## src/rtl/sched_task_sel_rr_pkg.sv

```systemverilog
// sched_pkg: shared defaults, task-ID type and selector FSM states.
package sched_pkg;
  localparam int SCHED_ID_W_DEF = 4;
  localparam int SCHED_NCH_DEF = 4;
  typedef logic [SCHED_ID_W_DEF-1:0] task_id_t;
  typedef enum logic {EMPTY, FULL} sel_state_t;
endpackage

```

## src/rtl/sched_task_sel_rr_if.sv

```systemverilog
// sched_task_sel_rr_if: request-side and dispatch-side handshake of the task selector.
interface sched_task_sel_rr_if
  import sched_pkg::*;
#(
  parameter int N_CH = SCHED_NCH_DEF,
  parameter int ID_W = SCHED_ID_W_DEF
);
  localparam int CH_W = $clog2(N_CH);
  logic [N_CH-1:0] in_valid;
  logic [N_CH*ID_W-1:0] in_id;
  logic [N_CH-1:0] in_ack;
  logic out_valid;
  logic [ID_W-1:0] out_id;
  logic [CH_W-1:0] out_ch;
  logic out_ready;
  modport master(output in_valid, in_id, out_ready, input in_ack, out_valid, out_id, out_ch);
  modport slave(input in_valid, in_id, out_ready, output in_ack, out_valid, out_id, out_ch);
endinterface

```

## src/rtl/sched_rr_arb.sv

```systemverilog
// sched_rr_arb: combinational round-robin pick, first request at or above ptr with wrap.
module sched_rr_arb
  import sched_pkg::*;
#(
  parameter int N_CH = SCHED_NCH_DEF,
  localparam int CH_W = $clog2(N_CH)
) (
  input  logic [N_CH-1:0] req,
  input  logic [CH_W-1:0] ptr,
  output logic [N_CH-1:0] gnt,
  output logic [CH_W-1:0] gnt_idx,
  output logic            any
);
  always_comb begin
    any = |req;
    gnt_idx = '0;
    // Descending scan so the closest request after ptr is written last and wins.
    for (int k = N_CH - 1; k >= 0; k--) begin
      logic [CH_W-1:0] j;
      j = CH_W'((int'(ptr) + k) % N_CH);
      gnt_idx = req[j] ? j : gnt_idx;
    end
    gnt = '0;
    gnt[gnt_idx] = any;
  end
endmodule

```

## src/rtl/sched_task_sel_rr.sv

```systemverilog
// sched_task_sel_rr: N:1 round-robin task-ID selector with registered valid/ready output.
// Define SCHED_SEL_STARVE_CNT_EN to add per-channel wait counters and the starve_max output.
module sched_task_sel_rr
  import sched_pkg::*;
#(
  parameter int N_CH = SCHED_NCH_DEF,
  parameter int ID_W = SCHED_ID_W_DEF,
  localparam int CH_W = $clog2(N_CH)
) (
  input  logic clk,
  input  logic rst_n,
  sched_task_sel_rr_if.slave bus
`ifdef SCHED_SEL_STARVE_CNT_EN
  ,
  output logic [7:0] starve_max
`endif
);
  sel_state_t state_q, state_d;
  logic [ID_W-1:0] id_q, id_d;
  logic [CH_W-1:0] ch_q, ch_d, ptr_q, ptr_d, gnt_idx;
  logic [N_CH-1:0] gnt;
  logic any, cap;

  sched_rr_arb #(.N_CH(N_CH)) u_arb (
    .req(bus.in_valid),
    .ptr(ptr_q),
    .gnt(gnt),
    .gnt_idx(gnt_idx),
    .any(any)
  );

  assign cap = (state_q == EMPTY) | bus.out_ready;

  always_ff @(posedge clk or negedge rst_n)
    if (!rst_n) state_q <= EMPTY;
    else state_q <= state_d;

  always_comb state_d = cap ? (any ? FULL : EMPTY) : state_q;

  always_comb begin
    bus.out_valid = state_q == FULL;
    // Gating on rst_n keeps a captured-looking grant from leaking out while held in reset.
    bus.in_ack = (cap & rst_n) ? gnt : '0;
  end

  always_comb begin
    id_d = cap ? (any ? bus.in_id[int'(gnt_idx)*ID_W +: ID_W] : '0) : id_q;
    ch_d = cap ? (any ? gnt_idx : '0) : ch_q;
    ptr_d = (cap & any) ? ((gnt_idx == CH_W'(N_CH - 1)) ? '0 : gnt_idx + CH_W'(1)) : ptr_q;
  end

  always_ff @(posedge clk or negedge rst_n)
    if (!rst_n) begin
      id_q <= '0;
      ch_q <= '0;
      ptr_q <= '0;
    end else begin
      id_q <= id_d;
      ch_q <= ch_d;
      ptr_q <= ptr_d;
    end

  assign bus.out_id = id_q;
  assign bus.out_ch = ch_q;

`ifdef SCHED_SEL_STARVE_CNT_EN
  logic [7:0] cnt_q[N_CH];
  logic [7:0] cnt_d[N_CH];
  logic [7:0] max_d;

  always_comb begin
    max_d = '0;
    for (int i = 0; i < N_CH; i++) begin
      cnt_d[i] = bus.in_ack[i] ? '0 : (bus.in_valid[i] & ~&cnt_q[i]) ? cnt_q[i] + 8'd1 : cnt_q[i];
      max_d = (cnt_q[i] > max_d) ? cnt_q[i] : max_d;
    end
  end

  always_ff @(posedge clk or negedge rst_n)
    if (!rst_n) begin
      for (int i = 0; i < N_CH; i++) cnt_q[i] <= '0;
      starve_max <= '0;
    end else begin
      for (int i = 0; i < N_CH; i++) cnt_q[i] <= cnt_d[i];
      starve_max <= max_d;
    end
`endif
endmodule

```

## src/flat_wrapper.sv

```systemverilog
// flat-port wrapper written by rule: the top's interface ports become plain ports
module sched_task_sel_rr_flat import sched_pkg::*;
#(
  parameter int N_CH = SCHED_NCH_DEF,
  parameter int ID_W = SCHED_ID_W_DEF,
  localparam int CH_W = $clog2(N_CH)
)
  (clk, rst_n, bus_in_valid, bus_in_id, bus_out_ready, bus_in_ack, bus_out_valid, bus_out_id, bus_out_ch);
  sched_task_sel_rr_if #(.N_CH(N_CH), .ID_W(ID_W)) bus_i ();
  input  logic clk;
  input  logic rst_n;
  input wire logic [$bits(bus_i.in_valid)-1:0] bus_in_valid;
  input wire logic [$bits(bus_i.in_id)-1:0] bus_in_id;
  input wire logic [$bits(bus_i.out_ready)-1:0] bus_out_ready;
  output wire logic [$bits(bus_i.in_ack)-1:0] bus_in_ack;
  output wire logic [$bits(bus_i.out_valid)-1:0] bus_out_valid;
  output wire logic [$bits(bus_i.out_id)-1:0] bus_out_id;
  output wire logic [$bits(bus_i.out_ch)-1:0] bus_out_ch;
  assign bus_i.in_valid = bus_in_valid;
  assign bus_i.in_id = bus_in_id;
  assign bus_i.out_ready = bus_out_ready;
  assign bus_in_ack = bus_i.in_ack;
  assign bus_out_valid = bus_i.out_valid;
  assign bus_out_id = bus_i.out_id;
  assign bus_out_ch = bus_i.out_ch;
  sched_task_sel_rr #(.N_CH(N_CH), .ID_W(ID_W)) u_core (.clk(clk), .rst_n(rst_n), .bus(bus_i));
endmodule
```

## config.mk

```make
export PLATFORM = sky130hd
export DESIGN_NAME = sched_task_sel_rr_flat
export DESIGN_NICKNAME = d
export VERILOG_FILES = /design/src/rtl/sched_task_sel_rr_pkg.sv /design/src/rtl/sched_task_sel_rr_if.sv /design/src/rtl/sched_rr_arb.sv /design/src/rtl/sched_task_sel_rr.sv /design/src/flat_wrapper.sv
export SDC_FILE = /design/constraint.sdc
export NUM_CORES = 1
export LEC_CHECK = 0
export CAP_MARGIN = 15
export CORE_AREA = 4 4 46 48
export DETAILED_ROUTE_END_ITERATION = 7
export DIE_AREA = 0 0 50 52
export HOLD_SLACK_MARGIN = 0.05
export PLACE_DENSITY_LB_ADDON = 0.3
export REMOVE_ABC_BUFFERS = 1
export SETUP_SLACK_MARGIN = 0.15
export SYNTH_ARGS = -nofsm -noshare
export SYNTH_HDL_FRONTEND = slang
export SYNTH_SLANG_ARGS = --single-unit
```

## constraint.sdc

```tcl
create_clock -name clk -period 2.1 [get_ports clk]
set_input_delay 0.21 -clock clk [delete_from_list [all_inputs] [get_ports clk]]
set_output_delay 0.21 -clock clk [all_outputs]
set_load 0.02 [all_outputs]
```

* After elaboration in Yosys (flattened, before gate mapping) *
Index checks and enable logic that the tools add are counted.

cells by class
  reduce and logical (&&, ||, !) cells = 2
  $add $sub $neg = 4
  multiplexer cells = 19
  shift operators = 1
  bitwise logic cells = 5
  $mul = 0
  divide/modulo/power cells = 0
  magnitude comparators = 6
  eq/ne operators = 1

operators with widths
  kind                 number
  $shiftx 16x5->4      1
  $lt 2x3->1 const B   5
  $mux 2               6
  $bmux 1 s2           4
  $mux 4               2
  $mux 1               6
  $add 2x1->2 const B  2
  $add 2x2->2 const B  2
  $and 4x4->4          1
  $reduce_or 4->1      1
  $and 1x1->1          2
  $demux 1 s2          1
  $eq 2x2->1 const B   1
  $ge 2x1->1 const B   1
  $logic_and 1x1->1    1
  $not 1->1            1
  $or 1x1->1           1

storage, ports and cells
  input port bits = 23
  bits in registers = 9
  memory bits (read-only) = 0
  word-level logic and storage cells = 42
  bits in writable memories = 0
  output and inout bits = 11
  bits in latches = 0
  memories kept = 0

* Longest topological paths before layout *
Gate-level depths: netlist of run 1.

  word-level depth = 13
  depth in mapped cells = 6
  depth with buffers taken out = 6

* Hierarchy *
From an unflattened synthesis of run 1, not the netlist that was laid out.

unflattened totals
  cell total of the unflattened synthesis = 80
  area total of the unflattened synthesis = 715.7 um2

by module, submodules not included
  module             instances  seq. area each (um2)  cells each  area an instance (um2)
  sched_task_sel_rr  1          225.2                 46          496.7
  sched_rr_arb       1          0.0                   34          219.0

* Least setup slack after synthesis of run 1 *
OpenSTA, ideal clock, no wires.

  path kind = register to output
  start point = reg u_core.state_q (netlist: u_core.bus.out_valid)
  end point = out bus_in_ack[0]
  path buffers = 1
  required time = 1890 ps
  slack = 206 ps
  arrival = 1684 ps
  stages on the path, launching flop included = 6
  cell sequence = dfrtp_1 -> nor2b_1 -> clkbuf_1 -> nor2_1 -> nand2_1 -> nor3_1

between the ends
  longest elaborated chain between the ends = 4

ends and longest elaborated chain
  item                    line                     source
  from (decl)             sched_task_sel_rr.sv:18  sel_state_t state_q, state_d;
  from (signal assigned)  sched_task_sel_rr.sv:36  else state_q <= state_d;
  $not 1->1               sched_task_sel_rr.sv:32  assign cap = (state_q == EMPTY) | bus.out_ready;
  $or 1x1->1              sched_task_sel_rr.sv:32
  $and 1x1->1             sched_task_sel_rr.sv:43  bus.in_ack = (cap & rst_n) ? gnt : '0;
  $mux 4                  sched_task_sel_rr.sv:43
  to (decl)               flat_wrapper.sv:15       output wire logic [$bits(bus_i.in_ack)-1:0] bus_in_ack;

No other way between the ends.

* Worst setup path after layout of run 1 *
  start point = reg u_core.ptr_q[1]
  end point = out bus_in_ack[3]

between the ends
  longest elaborated chain between the ends = 13
  elaborated cells on any way between the ends = 22
  those cells by class = add/sub (3); order compare (2); mux (15); bitwise (1); reduce/logical (1)

ends and longest elaborated chain
  item                                                            line                     source
  from (decl)                                                     sched_task_sel_rr.sv:20  logic [CH_W-1:0] ch_q, ch_d, ptr_q, ptr_d, gnt_idx;
  from (signal assigned)                                          sched_task_sel_rr.sv:60  ptr_q <= ptr_d;
  $add 2x2->2                                                     sched_rr_arb.sv:20       j = CH_W'((int'(ptr) + k) % N_CH);
  $bmux 1 s2                                                      sched_rr_arb.sv:21       gnt_idx = req[j] ? j : gnt_idx;
  $mux 1 (implied by the code)                                    sched_rr_arb.sv:21
  $mux 2 (3 in series)                                            sched_rr_arb.sv:21
  $mux 2 (*)                                                      sched_rr_arb.sv:21
  $lt 2x3->1 (implied by the code) or $ge 2x1->1 (tied branches)  sched_rr_arb.sv:24       gnt[gnt_idx] = any;
  $logic_and 1x1->1 (implied by the code)                         sched_rr_arb.sv:24
  $mux 1 (implied by the code)                                    sched_rr_arb.sv:24
  $demux 1 s2 (*)                                                 sched_rr_arb.sv:24
  $and 4x4->4 (no source line) (*)                                -
  $mux 4 (*)                                                      sched_task_sel_rr.sv:43

Every way passes the cells marked *; elsewhere a longest branch is shown, timed or not. The select of a mux whose other input is x is not followed.

==> impl_metrics.env, run 1 <==
export IMPL_status="finished, final reports clean"
export IMPL_synth_most_common_cell="dfrtp_1"
export IMPL_cp_max_fo=5
export IMPL_yosys_warnings=0
export IMPL_ys_types=30
export IMPL_seq_area_frac_synth=0.354
export IMPL_place_area_um2=1110
export IMPL_drtAntennaViolNets=0
export IMPL_critical_path_class="flop to primary output"
export IMPL_cts_root_buf="clkbuf_4"
export IMPL_firstDrtPassIters=4
export IMPL_fillers=140
export IMPL_pin_count=34
export IMPL_period_share=0.916
export IMPL_power_density_nw_per_um2=846
export IMPL_clk_insertion_delay_late_ns=0.26
export IMPL_path_delay_family="compound AO/OA/AOI/OAI gates"
export IMPL_fin_nets=146
export IMPL_final_util=0.697
export IMPL_drcViolationCount=0
export IMPL_max_slew_worst_pin_slew_ns=0.313
export IMPL_coreArea_um2=1710
export IMPL_synth_commonest_cells="dfrtp_1, nand2_1, mux2i_1"
export IMPL_setup_viol=0
export IMPL_die_area_um2=2600
export IMPL_grt_max_degree=10
export IMPL_fin_skew_ns=0.00199
export IMPL_reg2reg_depth=6
export IMPL_yosysTopAreaCellShare=0.354
export IMPL_synthTopCellsByArea="dfrtp_1, mux2i_1, o31a_2"
export IMPL_ctsHoldBuffers=0
export IMPL_hold_class="input port to async pin"
export IMPL_reg2reg_from="u_core.ptr_q[1]"
export IMPL_startpoint_type="flop"
export IMPL_r2r_end="u_core.ptr_q[1]"
export IMPL_die_w_um=50
export IMPL_cts_tree="yes"
export IMPL_start_util=0.373
export IMPL_hold_viol_final=0
export IMPL_antenna_found_initial=0
export IMPL_ys_seq_elements=9
export IMPL_rsz0062_at_grt="true"
export IMPL_clk_pin_slew_ns=0.07
export IMPL_final_max_slew_viol_count=0
export IMPL_synth_largest_area_cell="dfrtp_1"
export IMPL_drv_cap=0
export IMPL_cts_buffers=3
export IMPL_path_depth=7
export IMPL_critPathMaxStageDelay_ns=0.41
export IMPL_syn_mean_instance_area_um2=9.51
export IMPL_stdcell_area_um2=1190
export IMPL_track_usage=0.176
export IMPL_p_leak_uw=0.000530
export IMPL_diodes=0
export IMPL_end_kind="primary output"
export IMPL_die_y_um=52
export IMPL_wl_per_cell_um=14.1
export IMPL_total_power_uw=1010
export IMPL_overflow=0
export IMPL_crit_chain="a21oi_2, o21a_1, o22ai_2, inv_2, ha_2, and3_4, buf_6"
export IMPL_critPathSlowestCell="dfrtp_2"
export IMPL_dpl_hpwl_mm=1.61
export IMPL_num_vias=749
export IMPL_fmax_mhz=520
export IMPL_drtIter0Drc=8
export IMPL_rows=15
export IMPL_port_buffers=33
export IMPL_ys_flop_type="dfrtp_1"
export IMPL_worstPathArrival_ns=1.71
export IMPL_layout_drive_gt1_share=0.380
export IMPL_async_reset_ff_frac=1.00
export IMPL_required_ns=1.89
export IMPL_regToRegSetupSlack_ns=0.44
export IMPL_syn_area_um2=637
export IMPL_timing_slew_headroom=0.789
export IMPL_grt_first_pass_wirelength_mm=3.57
export IMPL_routabilityCongestion=0.752
export IMPL_synth_edf_count=0
export IMPL_cts_sinks=9
export IMPL_hold_worst_slack_ns=0.378
export IMPL_h_tree_depth=1
export IMPL_drt_wl_total_mm=2.07
export IMPL_area_growth_pct=86.8
export IMPL_drt_vias_per_instance=5.13
export IMPL_critPathBufInv=2
export IMPL_min_period_ns=1.92
export IMPL_cts_max_path_buffers=2
export IMPL_max_vdd_ir_drop_mv=0.495
export IMPL_syn_inst=67
export IMPL_grt_pass1_vias=795
-- cell usage in the layout (no fill, tap or decap), types with 2 or more instances in the layout --
| cell | synthesis | final |
|---|---|---|
| nor2_1 | 3 | 3 |
| clkdlybuf4s50_1 | 0 | 25 |
| and4_1 | 4 | 4 |
| a21oi_1 | 3 | 2 |
| a21o_1 | 2 | 2 |
| dfrtp_1 | 9 | 8 |
| o211ai_1 | 4 | 4 |
| dlygate4sd2_1 | 0 | 2 |
| mux2i_1 | 5 | 5 |
| dlymetal6s2s_1 | 0 | 2 |
| o31a_2 | 4 | 4 |
| clkbuf_4 | 0 | 3 |
| nor3_2 | 0 | 2 |
| buf_4 | 0 | 20 |
| o21ai_1 | 4 | 4 |
| nand2_1 | 7 | 6 |
-- sequential cells by signal (all words and copies together), names as in the netlist --
signal                flops
u_core.bus.out_ch         2
u_core.bus.out_valid      1
u_core.ptr_q              2
u_core.bus.out_id         4
-- per-layer routing --
layer / routed length [um] / track usage / vias to the layer above / share of wire
li1: - / - / 365 / -
met1: 868 / 0.200 / 351 / 0.42
met5: 0 / 0 / - / 0
met4: 39 / 0.0553 / 0 / 0.019
met3: 155 / 0.0659 / 6 / 0.075
met2: 1000 / 0.302 / 27 / 0.49
-- what timing repair did --
item,4_1_cts,5_1_grt
setup buffers,1,1
pin swaps,1,3
endpoints found under the setup margin,4,4
resized for setup,22,14
-- cell families after synthesis --
logic type | after synthesis | share of synthesized area
AOI/OAI and AO/OA | 22 | 0.255
muxes | 6 | 0.0963
adders and majority gates | 1 | 0.0196
DFF | 9 | 0.354
buffers and inverters | 3 | 0.0177
and+or+nand+nor | 26 | 0.257
-- final cells by class --
| class | count | area (um^2) | share of cell area |
|---|---|---|---|
| timing repair buffer | 51 | 459 | 0.386 |
| multi-input combinational | 55 | 438 | 0.368 |
| sequential | 9 | 226 | 0.190 |
| tap | 25 | 31.3 | 0.0263 |
| clock buffer | 3 | 22.5 | 0.0189 |
| inverter | 2 | 7.51 | 0.00631 |
| clock inverter | 1 | 5.00 | 0.00421 |
-- power by group --
group	switching, uW	leakage, uW	internal, uW	total, uW
Combinational	281	0.000408	322	604
Clock	65.7	0.0000177	70.3	136
Sequential	37.2	0.000105	230	267
Total	384	0.000530	623	1010
-- through the flow --
stage	std cells	setup WS (ns)	TNS [ns]
after CTS	145	0.136	0
after detailed placement	140	-0.331	-1.07
after floorplan	66	0.283	0
after global routing	146	0.109	0
final	146	0.177	0
after global placement	140	-0.271	-0.892
-- how the worst max path moves through the flow --
stage,from,endpoint,slack (ns)
after floorplan,u_core.ptr_q[1],u_core.ptr_q[1],0.28
after global placement,bus_in_valid[0],bus_in_ack[3],-0.27
after detailed placement,bus_in_valid[0],bus_in_ack[3],-0.33
after CTS,bus_in_valid[1],bus_in_ack[3],0.14
after global routing,u_core.ptr_q[1],bus_in_ack[3],0.11
final,u_core.ptr_q[1],bus_in_ack[3],0.18
Power figures use the tool's default switching activity.
==> run 2: changes to the inputs <==
- CORE_AREA: 4 4 46 48 -> 4 4 49 51
- DIE_AREA: 0 0 50 52 -> 0 0 53 55
- PLACE_DENSITY_LB_ADDON: 0.3 -> 0.15
- clock period: 2.1 -> 1.65 ns (I/O delays scaled with it)
==> impl_metrics.env, run 2 (synthesis results as in run 1) <==
export IMPL_max_vdd_ir_drop_mv=0.726
export IMPL_dpl_hpwl_mm=1.68
export IMPL_cts_root_buf="clkbuf_4"
export IMPL_fin_nets=145
export IMPL_coreArea_um2=1940
export IMPL_mostFrequentLayoutCell="clkdlybuf4s50_1"
export IMPL_ctsHoldBuffers=0
export IMPL_h_tree_depth=1
export IMPL_clk_insertion_delay_late_ns=0.27
export IMPL_critPathMaxStageDelay_ns=0.42
export IMPL_diodes=0
export IMPL_start_util=0.328
export IMPL_hold_class="input port to async pin"
export IMPL_drv_cap=0
export IMPL_drt_vias_per_instance=5.12
export IMPL_final_util=0.631
export IMPL_drtAntennaViolNets=0
export IMPL_violations="setup timing"
export IMPL_layout_drive_gt1_share=0.417
export IMPL_clk_pin_slew_ns=0.08
export IMPL_power_density_nw_per_um2=1080
export IMPL_rsz0062_at_grt="true"
export IMPL_port_buffers=33
export IMPL_max_slew_worst_pin_slew_ns=0.307
export IMPL_layout_common_cells="clkdlybuf4s50_1, buf_4, dfrtp_1"
export IMPL_firstDrtPassIters=4
export IMPL_period_share=1.12
export IMPL_track_usage=0.165
export IMPL_grt_first_pass_wirelength_mm=3.49
export IMPL_area_growth_pct=92.5
export IMPL_setup_viol=5
export IMPL_worstPathArrival_ns=1.69
export IMPL_cts_buffers=3
export IMPL_place_inst=140
export IMPL_total_power_uw=1330
export IMPL_cp_max_fo=5
export IMPL_critPathSlowestCell="dfrtp_2"
export IMPL_fin_skew_ns=0.00784
export IMPL_grt_max_degree=10
export IMPL_drt_wl_total_mm=2.22
export IMPL_min_period_ns=1.85
export IMPL_cts_tree="yes"
export IMPL_crit_chain="mux2i_2, nor2_2, nor3_4, ha_2, and3_4, buf_6"
export IMPL_required_ns=1.48
export IMPL_die_area_um2=2920
export IMPL_overflow=0
export IMPL_largest_reg_flops=4
export IMPL_final_max_slew_viol_count=0
export IMPL_end_kind="primary output"
export IMPL_critical_path_class="flop to primary output"
export IMPL_pin_count=34
export IMPL_drcViolationCount=0
export IMPL_status="complete, but fails checks"
export IMPL_worst_slack_ns=-0.200
export IMPL_cts_sinks=9
export IMPL_grt_pass1_vias=784
export IMPL_fillers=193
export IMPL_antenna_found_initial=0
export IMPL_hold_viol_final=0
export IMPL_routabilityCongestion=0.733
export IMPL_final_cells=147
export IMPL_startpoint_type="flop"
export IMPL_cts_max_path_buffers=2
export IMPL_die_y_um=55
export IMPL_wl_per_cell_um=15.1
export IMPL_die_w_um=53
export IMPL_fmax_mhz=540
export IMPL_num_vias=753
export IMPL_rows=16
export IMPL_timing_slew_headroom=0.795
export IMPL_drtIter0Drc=8
export IMPL_p_leak_uw=0.000544
==> run 2: changes by cell type in the layout (fill, tap and decap cells not counted), sizes merged <==
| cell | before | now |
|---|---|---|
| buf | 22 | 21 |
| dlygate4sd2 | 2 | 1 |
| dlymetal6s2s | 2 | 3 |
==> run 2: worst paths after layout <==
check | from | endpoint | slack, ns | depth (start not counted)
max | u_core.ptr_q[1] | bus_in_ack[3] | -0.20 | 6
min | rst_n | u_core.bus.out_ch[0] | 0.33 | 2
max reg2reg | u_core.ptr_q[1] | u_core.ptr_q[1] | -0.01 | 5
min reg2reg | u_core.bus.out_ch[1] | u_core.bus.out_ch[1] | 0.49 | 1
max in group asynchronous | rst_n | u_core.ptr_q[1] | 1.16 | 2
min in group clk | bus_in_valid[1] | u_core.bus.out_valid | 0.42 | 4
==> run 2: critical path, delay by kind of cell (launching register included) <==
kind | cells | cell delay [ns]
buffers and inverters | 1 | 0.11
flip-flops | 1 | 0.42
AND/OR/NAND/NOR | 3 | 0.44
multiplexers | 1 | 0.25
adder cells (fa/ha/maj) | 1 | 0.20
==> run 2: metal layers <==
layer,vias to the layer above,GRT usage,share of wire
met5,-,0,0
met4,0,0.0255,0.0072
met3,4,0.0349,0.051
met2,25,0.308,0.50
met1,359,0.199,0.44
li1,365,-,-
==> run 2: area by class of cell <==
class                           count  area, um^2  share of cell area
Inverter                            2        7.51             0.00612
Sequential cell                     9         226               0.185
Clock inverter                      1        5.00             0.00408
Clock buffer                        3        22.5              0.0184
Timing Repair Buffer               50         463               0.378
Tap cell                           27        33.8              0.0276
Multi-Input combinational cell     55         468               0.382
==> run 2: report_power, final <==
group	internal, uW	switching, uW
sequential	293	53.3
combinational	435	362
clock	89.6	93.2
==> run 2: per-stage QoR <==
step	hold slack, ns	worst slack [ns]	cell area, um^2	setup TNS [ns]
finish	0.330	-0.200	1230	-0.618
global route	0.330	-0.307	1230	-1.30
CTS	0.306	-0.225	1180	-0.897
detailed placement	0.469	-0.676	1100	-3.79
global placement	0.479	-0.636	1100	-3.42
floorplan	-0.131	-0.167	633	-0.530
==> run 2: repair_timing <==
| action | in CTS | in global routing |
|---|---|---|
| pin swaps | 5 | 3 |
| gates resized for setup | 33 | 12 |
| endpoints found under the setup margin | 9 | 10 |
| buffers inserted | 3 | 0 |
